--- src/rtl/ps2_rx.sv ---
// PS/2 keyboard receiver: synchronizes and de-glitches the keyboard clock,
// shifts in 11-bit frames (start, 8 data LSB-first, odd parity, stop) and
// reports good scan codes plus a two-code history for the hex display.
module ps2_rx #(
  parameter int FILT    = 4,
  parameter int TIMEOUT = 100000
) (
  input  logic        clk,
  input  logic        rst_n,
  input  logic        ps2_clk,
  input  logic        ps2_data,
  output logic [7:0]  code,
  output logic        code_valid,
  output logic        frame_err,
  output logic [15:0] hex,
  output logic        busy
);

  localparam int FCW = $clog2(FILT + 1);
  localparam int TCW = $clog2(TIMEOUT + 1);

  typedef enum logic [1:0] {IDLE, DATA, PARITY, STOP} state_t;

  logic           clk_s1_q, clk_s2_q, dat_s1_q, dat_s2_q;
  logic           filt_q, filt_d;
  logic [FCW-1:0] fcnt_q, fcnt_d;
  logic           strobe_q, strobe_d;
  state_t         state_q, state_d;
  logic [2:0]     bit_q, bit_d;
  logic [7:0]     shift_q, shift_d;
  logic           par_q, par_d;
  logic [TCW-1:0] tmo_q, tmo_d;
  logic [7:0]     code_q, code_d;
  logic [15:0]    hex_q, hex_d;
  logic           cv_q, cv_d;
  logic           err_q, err_d;

  // Two-flop synchronizers; idle lines are high.
  always_ff @(posedge clk or negedge rst_n) begin
    if (!rst_n) begin
      clk_s1_q <= 1'b1;
      clk_s2_q <= 1'b1;
      dat_s1_q <= 1'b1;
      dat_s2_q <= 1'b1;
    end else begin
      clk_s1_q <= ps2_clk;
      clk_s2_q <= clk_s1_q;
      dat_s1_q <= ps2_data;
      dat_s2_q <= dat_s1_q;
    end
  end

  // Glitch filter: flip the level after FILT consecutive differing samples;
  // a flip from 1 to 0 is the bit strobe.
  always_comb begin
    filt_d   = filt_q;
    fcnt_d   = '0;
    strobe_d = 1'b0;
    if (clk_s2_q != filt_q) begin
      if (fcnt_q == FCW'(FILT - 1)) begin
        filt_d   = ~filt_q;
        strobe_d = filt_q;
      end else begin
        fcnt_d = fcnt_q + 1'b1;
      end
    end
  end

  // Filter level, filter run counter and strobe registers.
  always_ff @(posedge clk or negedge rst_n) begin
    if (!rst_n) begin
      filt_q   <= 1'b1;
      fcnt_q   <= '0;
      strobe_q <= 1'b0;
    end else begin
      filt_q   <= filt_d;
      fcnt_q   <= fcnt_d;
      strobe_q <= strobe_d;
    end
  end

  // Frame FSM next state, inter-strobe timeout and result outputs.
  always_comb begin
    state_d = state_q;
    bit_d   = bit_q;
    shift_d = shift_q;
    par_d   = par_q;
    code_d  = code_q;
    hex_d   = hex_q;
    cv_d    = 1'b0;
    err_d   = 1'b0;
    if (state_q == IDLE || strobe_q) tmo_d = '0;
    else                             tmo_d = tmo_q + 1'b1;

    case (state_q)
      IDLE: begin
        if (strobe_q && !dat_s2_q) begin
          state_d = DATA;
          bit_d   = 3'd0;
        end
      end
      DATA: begin
        if (strobe_q) begin
          shift_d = {dat_s2_q, shift_q[7:1]};
          bit_d   = bit_q + 3'd1;
          if (bit_q == 3'd7) state_d = PARITY;
        end
      end
      PARITY: begin
        if (strobe_q) begin
          par_d   = dat_s2_q;
          state_d = STOP;
        end
      end
      STOP: begin
        if (strobe_q) begin
          if (dat_s2_q && (^{shift_q, par_q})) begin
            code_d = shift_q;
            hex_d  = {hex_q[7:0], shift_q};
            cv_d   = 1'b1;
          end else begin
            err_d = 1'b1;
          end
          state_d = IDLE;
        end
      end
      default: state_d = IDLE;
    endcase

    // A strobe in the terminal cycle wins, so only time out without one.
    if (state_q != IDLE && !strobe_q && tmo_q == TCW'(TIMEOUT - 1)) begin
      state_d = IDLE;
      err_d   = 1'b1;
      tmo_d   = '0;
    end
  end

  // FSM, shift register, timeout counter and output registers.
  always_ff @(posedge clk or negedge rst_n) begin
    if (!rst_n) begin
      state_q <= IDLE;
      bit_q   <= '0;
      shift_q <= '0;
      par_q   <= 1'b0;
      tmo_q   <= '0;
      code_q  <= '0;
      hex_q   <= '0;
      cv_q    <= 1'b0;
      err_q   <= 1'b0;
    end else begin
      state_q <= state_d;
      bit_q   <= bit_d;
      shift_q <= shift_d;
      par_q   <= par_d;
      tmo_q   <= tmo_d;
      code_q  <= code_d;
      hex_q   <= hex_d;
      cv_q    <= cv_d;
      err_q   <= err_d;
    end
  end

  assign code       = code_q;
  assign hex        = hex_q;
  assign code_valid = cv_q;
  assign frame_err  = err_q;
  assign busy       = (state_q != IDLE);

endmodule

--- config.mk ---
export PLATFORM = sky130hd
export DESIGN_NAME = ps2_rx
export DESIGN_NICKNAME = d
export VERILOG_FILES = /design/src/rtl/ps2_rx.sv
export SDC_FILE = /design/constraint.sdc
export NUM_CORES = 1
export LEC_CHECK = 0
export ABC_AREA = 0
export CORE_MARGIN = 1.5
export CORE_UTILIZATION = 60
export CTS_CLUSTER_SIZE = 40
export DETAILED_ROUTE_END_ITERATION = 12
export GPL_ROUTABILITY_DRIVEN = 0
export GPL_TIMING_DRIVEN = 0
export PLACE_DENSITY_LB_ADDON = 0.2
export SLEW_MARGIN = 20
export SYNTH_ARGS = -nofsm -noshare
export SYNTH_HDL_FRONTEND = slang
export SYNTH_SLANG_ARGS = --single-unit
--- constraint.sdc ---
create_clock -name clk -period 4.4 [get_ports clk]
set_input_delay 0.66 -clock clk [delete_from_list [all_inputs] [get_ports clk]]
set_output_delay 0.66 -clock clk [all_outputs]
set_load 0.02 [all_outputs]
# Yosys cells after proc, flatten, opt, wreduce, memory -nomap -nowiden
# Index checks and enable logic that the tools add are counted.
# W data, S select, Z words.
[totals] regBits=66 input_bits=4 out_inout_bits=27 wordCells=74
[op_classes] add_sub_neg=3 eq_ne=14 mux=23 n_bitwise=1 n_reduce_logical=17
[ops] operator="$mux W17" n=2
[ops] operator="$add A17 B1 Y17 const B" n=1
[ops] operator="$eq A17 B17 Y1 const B" n=1
[ops] operator="$mux W2" n=6
[ops] operator="$mux W3" n=4
[ops] operator="$ne A3 B3 Y1 const B" n=4
[ops] operator="$mux W1" n=9
[ops] operator="$reduce_xor A9 Y1" n=1
[ops] operator="$pmux W2 S4" n=1
[ops] operator="$add A3 B1 Y3 const B" n=2
[ops] operator="$pmux W3 S2" n=1
[ops] operator="$reduce_and A2 Y1" n=3
[ops] operator="$reduce_and A3 Y1" n=2
[ops] operator="$reduce_and A5 Y1" n=1
[ops] operator="$eq A2 B2 Y1 const B" n=2
[ops] operator="$logic_and A1 B1 Y1" n=4
[ops] operator="$reduce_bool A2 Y1" n=2
[ops] operator="$eq A3 B2 Y1 const B" n=1
[ops] operator="$eq A3 B3 Y1 const B" n=1
[ops] operator="$ne A3 B1 Y1 const B" n=1
[ops] operator="$eq A2 B1 Y1 const B" n=1
[ops] operator="$logic_not A1 Y1" n=2
[ops] operator="$logic_not A2 Y1" n=1
[ops] operator="$ne A2 B1 Y1 const B" n=1
[ops] operator="other kinds (4)" n=4

# Depth between registers and ports, before layout
[logic_depth] depth_word=6 ltp_mapped=8 depth_no_buf=6

# Least setup slack after synthesis
# Ideal clock, no wire load.
[synth_timing] path_kind="register -> register" from="reg shift_q[1]" to="reg code_q[0], in the netlist code[0]" setup_ps=125 t_arrival_ps=1818 required_time_ps=4275 path_slack_ps=2457 stages_incl_launch_ff=6 path_buffers=1 synth_period_minus_slack_ps=1943 path_cell_list="dfrtp_1 > xor2_1 > xnor3_2 > mux2i_4 > buf_12 > mux2_4"
[synth_via] elab_chain_len=3
[synth_rtl] element="start: declaration" line="30" rtl="logic [7:0] shift_q, shift_d;"
[synth_rtl] element="start signal: assignment" line="153" rtl="shift_q <= shift_d;"
[synth_rtl] element="$reduce_xor A9 Y1" line="117" rtl="if (dat_s2_q && (^{shift_q, par_q})) begin"
[synth_rtl] element="$logic_and A1 B1 Y1" line="117"
[synth_rtl] element="$reduce_and A3 Y1 (no source line)"
[synth_rtl] element="end signal: assignment" line="156" rtl="code_q <= code_d;"
[synth_rtl] element="end: declaration" line="33" rtl="logic [7:0] code_q, code_d;"
# Every way passes these cells.
# A chain may end at the register's enable or synchronous reset.

# Worst setup path in the final report
[layout_timing] from="reg state_q[0]" to="out busy"
[layout_via] elab_chain_len=1
[layout_rtl] element="start: declaration" line="28" rtl="state_t state_q, state_d;"
[layout_rtl] element="start signal: assignment" line="151" rtl="state_q <= state_d;"
[layout_rtl] element="$reduce_bool A2 Y1" line="167" rtl="assign busy = (state_q != IDLE);"
[layout_rtl] element="end: declaration" line="16" rtl="output logic busy"
# Every way passes these cells.

==> metrics <==
die height=70.7 um; CP Buf/Inv Count=4; crit-path cells=inv_1 > ha_1 > clkbuf_1 > inv_1 > clkdlybuf4s50_1; Slew headroom=53.5%; async set-or-reset flop fraction in the synthesized netlist=100%; full die area=5000 um2; R2R cell count=5; number of instances in the synthesized netlist=236; Worst path top cell family by delay=buffers and inverters; FMAX=367 MHz; initial antenna violation count=0; Residual DRC=0; sequential area share after synthesis=53.0%; Avg Inst Size Synth=11.7 um2; Cell Rows=24; layout cells sized above 1=19.1%; placed insts=318; clock tree buffer depth=2; Clk Latency, worst-skew pair=0.33 ns; Starting Density=62.8%; EDFF count, synth=0; clock root buffer=clkbuf_8; Sink Count=58; clk slew on worst S/H paths=0.06 ns; Worst R2R End=hex[12]$_DFFE_PN0P_; DR WL met3=147 um; VDD IR-drop max=0.273 mV; Final Hold Vio Count=0; RSZ-0062 raised after global routing=false; flop-to-flop setup slack=2.27 ns; post-route ant nets=0; YS warnings=0; first-pass GRT wire length=8540 um; grt ovf=0; WL met1=2130 um; reg2reg start=shift_q[1]$_DFFE_PN0P_; H-tree depth=3; Routed met2 length=2390 um; outcome=finished clean; final setup skew=0.00904 ns; largest net degree at the start of global routing=59; classification of the worst setup path=flop to output pin; post-synthesis cell type count=45; Pwr per Cell Area=418 nW/um2; Total Routing Usage GR=22.0%; CTS tree=yes; Setup Buffers After CTS=0; HP Class=flop to flop; DR iter-0 viols=102; fin crit share=61.9%; Port Buffers=30; Final Non-Filler Cells=334; max cap viols=0; drt pass-1 iters=4; Area growth syn-to-layout=20.4%; via count=1878; vias in the first global route=1891; pre-CTS setup slack=2.03 ns; Critical Path End=busy; top layer in use=met4; fin nets=289; # IOs=31; most used cell, CP=inv_1; most frequent cells in the layout=53 x dfrtp_1, 38 x nand2_1, 29 x clkdlybuf4s50_1; syn nets=248; wirelength, routed=4780 um; Startpoint Class=flop; CP max stage delay=0.58 ns; Most used DFF post-synth=dfrtp_1; cts bufs inserted=9; vias per cell=5.62; max-slew violations=0; post-layout min period=2.73 ns; Die W=70.7 um; PostCTS Resize Cnt=0; CP Capture Type=output pin; crit path max fanout=8; Post-Syn Area=2750 um2; HPWL Detailed=3270 um; Leakage=1.60 nW; antenna cell count=0; final setup vio count=0; Hold Buf Count CTS=0; instance count on the critical path=5; core area=4380 um2; commonest non-fill, non-tap cell in the layout=dfrtp_1; Crit. Startpoint=state_q[0]$_DFFE_PN0P_; Worst Path Arrival=2.07 ns; critical path's slowest cell=clkdlybuf4s50_1; Setup WS post-layout=1.67 ns; setup tns final=0 ns; Seq cells post-synth=58; Routed WL per cell=14.3 um; Worst-Margin Slew=0.697 ns; WP data required=3.74 ns
registers in the layout, summed over array words and instances (netlist names):
register    flops
dat_s1_q        1
state_q         2
dat_s2_q        1
tmo_q          17
shift_q         8
fcnt_q          3
code            7
par_q           1
frame_err       1
clk_s2_q        1
code_valid      1
strobe_q        1
clk_s1_q        1
bit_q           3
hex             9
filt_q          1
synth_stat cells (all sizes together), types with 3 or more instances:
| master | instances | area [um2] |
|---|---|---|
| nand3 | 5 | 25.0 |
| o21ai | 5 | 25.0 |
| a21oi | 7 | 35.0 |
| mux2i | 3 | 42.5 |
| inv | 6 | 22.5 |
| xnor2 | 6 | 52.6 |
| ha | 8 | 100 |
| buf | 10 | 85.1 |
| clkbuf | 3 | 11.3 |
| mux2 | 19 | 248 |
| nor2 | 12 | 45.0 |
| and3 | 4 | 25.0 |
| dfstp | 5 | 131 |
| nand2 | 38 | 143 |
| xor2 | 9 | 78.8 |
| or3 | 3 | 18.8 |
| nand4 | 6 | 37.5 |
| dfrtp | 53 | 1330 |
| nor3b | 3 | 22.5 |
| nor3 | 3 | 15.0 |
cells by family (layout without fill, tap and decap cells):
family,count (synthesis),in the layout,share of synthesized area [%]
xor+xnor,17,17,6.55
mux,22,22,10.6
flops,58,58,53.0
fa+ha+maj,8,8,3.64
simple gates,88,88,16.2
buf+inv,19,65,4.32
compound gates,24,24,5.78
power breakdown:
group          internal (mW)  switching [mW]  total [mW]
sequential             0.581          0.0339       0.615
combinational          0.119           0.159       0.278
clock                  0.291           0.201       0.491
cell type report:
cell class / instances / area [um2]
Clock inverter: 3 / 40.0
Sequential cell: 58 / 1460
Inverter: 6 / 22.5
Fill cell: 304 / 1070
Buffer: 13 / 96.3
Multi-Input combinational cell: 159 / 1170
Tap cell: 52 / 65.1
Clock buffer: 13 / 159
Timing Repair Buffer: 30 / 298
metrics by stage:
step | cell area, um2 | utilization (%) | total power, mW | hold WS, ns
floorplan | 2750 | - | 0.827 | 0.345
global placement | 3120 | 71.1 | 0.893 | 0.346
detailed placement | 3110 | 71.0 | 0.905 | 0.347
CTS | 3310 | 75.6 | 1.40 | 0.356
global route | 3310 | 75.6 | 1.47 | 0.358
finish | 3310 | 75.6 | 1.38 | 0.355
per-layer routing:
metal  GRT usage [%]  up-vias
met2            36.9       35
met1            27.0      938
met5               0        -
met3            4.42       11
li1                -      894
met4            11.7        0
worst min path at each step:
stage                       startpoint                  to  cells past startpoint
detailed placement  dat_s1_q$_DFF_PN1_  dat_s2_q$_DFF_PN1_                      0
finish              dat_s1_q$_DFF_PN1_  dat_s2_q$_DFF_PN1_                      0
floorplan           clk_s1_q$_DFF_PN1_  clk_s2_q$_DFF_PN1_                      0
global route        dat_s1_q$_DFF_PN1_  dat_s2_q$_DFF_PN1_                      0
global placement    clk_s1_q$_DFF_PN1_  clk_s2_q$_DFF_PN1_                      0
CTS                 dat_s1_q$_DFF_PN1_  dat_s2_q$_DFF_PN1_                      0
(Power assumes the default switching activity.)
